### src/rtl/uart_tx_engine.sv
// uart_tx_engine: serialises one byte per accept as start, LSB-first data and stop bits,
// each held for a divisor latched at accept.
module uart_tx_engine #(
  parameter int DATA_BITS = 8,
  parameter int STOP_BITS = 1
) (
  input  logic        clk,
  input  logic        reset,
  input  logic [13:0] baud_divisor_r,
  input  logic [7:0]  tx_data,
  input  logic        tx_valid,
  output logic        tx_ready,
  output logic        tx_out,
  output logic        tx_busy,
  output logic        tx_done
);
  typedef enum logic [1:0] {IDLE, START, DATA, STOP} state_t;
  state_t      state_q, state_d;
  logic [13:0] cnt_q, cnt_d, div_q, div_d, last;
  logic [2:0]  bit_q, bit_d;
  logic [7:0]  shift_q, shift_d;
  logic        tx_out_q, tx_out_d, done_q, done_d, wrap;
  // A divisor of zero behaves as one cycle per bit.
  assign last = (div_q == 14'd0) ? 14'd0 : div_q - 14'd1;
  assign wrap = cnt_q == last;
  always_comb begin
    state_d  = state_q;
    cnt_d    = (state_q == IDLE || wrap) ? 14'd0 : cnt_q + 14'd1;
    div_d    = div_q;
    bit_d    = bit_q;
    shift_d  = shift_q;
    tx_out_d = tx_out_q;
    done_d   = 1'b0;
    case (state_q)
      IDLE: if (tx_valid) begin
        state_d  = START;
        div_d    = baud_divisor_r;
        shift_d  = tx_data;
        tx_out_d = 1'b0;
      end
      START: if (wrap) begin
        state_d  = DATA;
        bit_d    = 3'd0;
        tx_out_d = shift_q[0];
        shift_d  = shift_q >> 1;
      end
      DATA: if (wrap) begin
        if (bit_q == 3'(DATA_BITS - 1)) begin
          state_d  = STOP;
          bit_d    = 3'd0;
          tx_out_d = 1'b1;
        end else begin
          bit_d    = bit_q + 3'd1;
          tx_out_d = shift_q[0];
          shift_d  = shift_q >> 1;
        end
      end
      STOP: if (wrap) begin
        if (bit_q == 3'(STOP_BITS - 1)) begin
          state_d = IDLE;
          done_d  = 1'b1;
        end else begin
          bit_d = bit_q + 3'd1;
        end
      end
      default: state_d = IDLE;
    endcase
  end
  always_ff @(posedge clk or negedge reset) begin
    if (!reset) begin
      state_q  <= IDLE;
      cnt_q    <= '0;
      div_q    <= '0;
      bit_q    <= '0;
      shift_q  <= '0;
      tx_out_q <= 1'b1;
      done_q   <= 1'b0;
    end else begin
      state_q  <= state_d;
      cnt_q    <= cnt_d;
      div_q    <= div_d;
      bit_q    <= bit_d;
      shift_q  <= shift_d;
      tx_out_q <= tx_out_d;
      done_q   <= done_d;
    end
  end
  assign tx_ready = state_q == IDLE;
  assign tx_busy  = !tx_ready;
  assign tx_out   = tx_out_q;
  assign tx_done  = done_q;
endmodule

### config.mk
export PLATFORM = sky130hd
export DESIGN_NAME = uart_tx_engine
export DESIGN_NICKNAME = d
export VERILOG_FILES = /design/src/rtl/uart_tx_engine.sv
export SDC_FILE = /design/constraint.sdc
export NUM_CORES = 1
export LEC_CHECK = 0
export ABC_AREA = 1
export CORE_UTILIZATION = 40
export CTS_BUF_LIST = sky130_fd_sc_hd__clkbuf_8
export CTS_CLUSTER_DIAMETER = 60
export CTS_CLUSTER_SIZE = 10
export DETAILED_ROUTE_END_ITERATION = 12
export PLACE_DENSITY_LB_ADDON = 0.25
export REMOVE_ABC_BUFFERS = 1
export SYNTH_ARGS = -nofsm -noshare
export SYNTH_HDL_FRONTEND = slang
export SYNTH_SLANG_ARGS = --single-unit
### constraint.sdc
create_clock -name clk -period 6.69 [get_ports clk]
set_input_delay 1.0035 -clock clk [delete_from_list [all_inputs] [get_ports clk]]
set_output_delay 1.0035 -clock clk [all_outputs]
set_load 0.01 [all_outputs]
==> results by stage <==
Outcome:
- The flow ran to the end, but the final reports show violations.
- The final reports fail on design-rule violations.

Global route:
- The initial antenna violation count is 0.
- Summed over all layers, the global routing overflow is 0.
- The number of global-route vias before repair came to 2,203.
- The wire length of the first global-routing pass is 9590 µm.
- Global routing used 16.8% of the available tracks.
- Entering global routing, the biggest net connects 44 pins.

Cells and area:
- Relative to the synthesized area, the layout overhead comes to 15.3%.
- The top cell types in the final layout, fill and taps aside, are 126 x nand2_1, 53 x nor2_1, 45 x inv_1, 42 x dfrtp_1, 28 x nand3_1.
- The leading cell type in the layout, fill and taps excluded is nand2_1.
- The proportion of layout cells with a drive suffix above 1 is 5.33%.
- The final layout contains 446 nets.
- The layout has 667 filler cells.
- The number of antenna diodes is 0.
- The post-route standard cell area excluding fillers is 3110 µm².
- For this run, the share of the core covered by cells in the final layout is 48.5%.

Route:
- The first detailed-routing pass took 10 iterations.
- The final layout contains routed wiring with a total length of 5450 µm.
- The routed layout has 2,376 vias.
- After detailed routing, the number of remaining DRC violations is 6.
- For this block, the initial DRC count from the detailed router was 130.
- Using the TritonRoute via totals, the vias-per-cell ratio works out to 4.85.
- The remaining antenna violation count after routing is 0.
- After detailed routing, the average wire length per cell comes to 11.1 µm.

Place:
- OpenSTA, run right after detailed placement, puts the worst setup slack at 4.05 ns.
- Once detailed placement completed, the half-perimeter wirelength came to 4070 µm.
- The congestion estimate from routability-driven global placement came to 0.826.
- The placed cell area is 3020 µm².
- The number of buffers inserted by port buffering is 28.

Clocking:
- In this run, CTS created clock tree buffers numbering 5.
- The count of H-tree levels built during CTS is 2.
- The later-pin clock latency in the skew report is 0.30 ns.
- The tree is rooted in a clkbuf_8.
- After clock tree synthesis, the setup repair step added 0 buffers.
- After clock tree synthesis, the clock-pin slew on the worst setup and hold paths is 0.09 ns.
- TritonCTS built the clock tree.
- The number of buffers inserted for hold repair after clock tree synthesis is 0.
- The post-cts gate resize count is 0.
- The clock drives 43 sinks.
- The clock passes through at most 2 buffers.

Die:
- The initialized floorplan defines 29 standard-cell rows.
- The die covers 7080 µm².
- The total I/O pin count is 29.
- The die outline height is 84.2 µm.
- The core region area is 6420 µm².
- The starting utilization of the core area is 42.0%.
- The overall die width is 84.2 µm.

STA:
- On the final layout, the worst clock skew is 0.0107 ns.
- The final-report setup violation count is 0.
- In the final timing run, aggregate negative setup slack is 0 ns.
- Setup repair after global routing left no endpoint under its margin.
- The maximum clock frequency is 0.364 GHz.
- The total count of max-transition violations in the final report came to 0.
- The worst setup margin is 3.94 ns.
- The smallest clock period supported by the final layout is computed as 2.75 ns.
- The hold violation total from the final report is 0.
- In this run the tightest slew margin relative to its limit is 37.0%.
- For the pin with the worst max-slew slack, the measured transition is 0.945 ns.
- The share of the clock period used by the worst path is 41.1%.

Synthesis:
- During synthesis, Yosys emitted a total of 0 warnings.
- The post-synthesis instance total is 385.
- The number of unique standard cell types used by synthesis is 29.
- The per-instance average area after synthesis is 7.01 µm².
- The share of the Yosys chip area taken by registers is 39.9%.
- The synthesized cell area is 2700 µm².
- The synthesized design contains 43 register bits.

Run:
- The max-cap check violation count is 0.

Setup path:
- In this run the worst path has a maximum fanout of 5.
- Setup slack on the worst reg-to-reg path comes out at 4.10 ns.
- At the worst endpoint, the required time is 5.69 ns.
- STA classifies the critical path endpoint as a primary output.
- The critical path data arrival time is 1.75 ns.
- STA classifies the critical path startpoint as a flop.
- The critical path is of the reg2out type.

Pwr:
- The total power consumption of the routed design is 0.00119 W.
- The worst IR drop on VDD is 0.224 mV.
- For this design the static power due to leakage is 1.55 nW.
- The power per standard cell area is 381 nW/µm².

Hold path:
- The worst hold-check path type is reg2reg.
[path summary, 6_finish.rpt]
check,start,endpoint,cells past startpoint
max in group asynchronous,reset,state_q[1],1
max reg2reg,div_q[0],shift_q[6],15
max,state_q[0],tx_busy,4
min reg2reg,tx_out,tx_out,2
min in group asynchronous,reset,cnt_q[0],1
min,tx_out,tx_out,2
[stage by stage]
stage | hold WS [ns] | cells
global route | 0.488 | 490
global placement | 0.454 | 482
CTS | 0.479 | 490
detailed placement | 0.458 | 482
finish | 0.470 | 490
floorplan | 0.442 | 377
[report_power, final]
part	internal [W]	total, W	leakage [nW]	switching [W]
Clock	0.0000843	0.000178	0.0474	0.0000934
Sequential	0.000349	0.000423	0.536	0.0000744
Combinational	0.000215	0.000586	0.971	0.000371
Total	0.000648	0.00119	1.55	0.000539
[layout make-up]
cell class | count | area [µm²] | share of cell area (%)
multi-input cells | 289 | 1400 | 44.9
flip-flops and latches | 43 | 1080 | 34.6
repair buffers | 28 | 275 | 8.84
inverters | 45 | 169 | 5.42
well taps | 77 | 96.3 | 3.09
clock buffers | 6 | 82.6 | 2.65
clock inverters | 2 | 16.3 | 0.522
[kinds of logic after synthesis]
family,count (synthesis),share of synthesized area [%]
adder cells (fa/ha/maj),9,4.17
buffers and inverters,53,8.34
AO/OA/AOI/OAI,28,5.61
AND/OR/NAND/NOR,242,38.6
multiplexers,1,0.417
flip-flops,43,39.9
XOR/XNOR,9,2.92
[sequential cells by signal, indices dropped and copies added (netlist names)]
register,cells
shift_q,8
cnt_q,14
div_q,14
state_q,2
tx_out,1
tx_done,1
bit_q,3
[layer usage]
metal	GRT usage, %	up-vias	routed length, µm
li1	-	1265	-
met2	27.8	57	2450
met3	4.13	6	281
met1	21.7	1048	2650
met5	0	-	0
met4	5.49	0	68
[critical path, stage by stage (launching register included)]
cell	delay, ns
dfrtp_1	0.42
inv_1	0.08
ha_1	0.23
inv_1	0.15
clkdlybuf4s50_1	0.56
[cell usage after synthesis, drive strengths merged]
cell,instances,share of area (%)
nand2,129,18
nor2,56,8.2
inv,45,6.3
dfrtp,42,39
nand3,30,5.9
a21oi,18,3.3
nand4,14,3.2
ha,9,4.2
o21ai,7,1.4
xor2,7,2.3
nor3,5,0.93
buf,4,1.5
clkbuf,4,0.56
nor3b,4,1.1
or2,2,0.46
xnor2,2,0.65
a21boi,1,0.28
and2,1,0.23
dfstp,1,0.97
mux2,1,0.42
nand3b,1,0.28
o211ai,1,0.28
o21a,1,0.28
(Power assumes the default switching activity.)
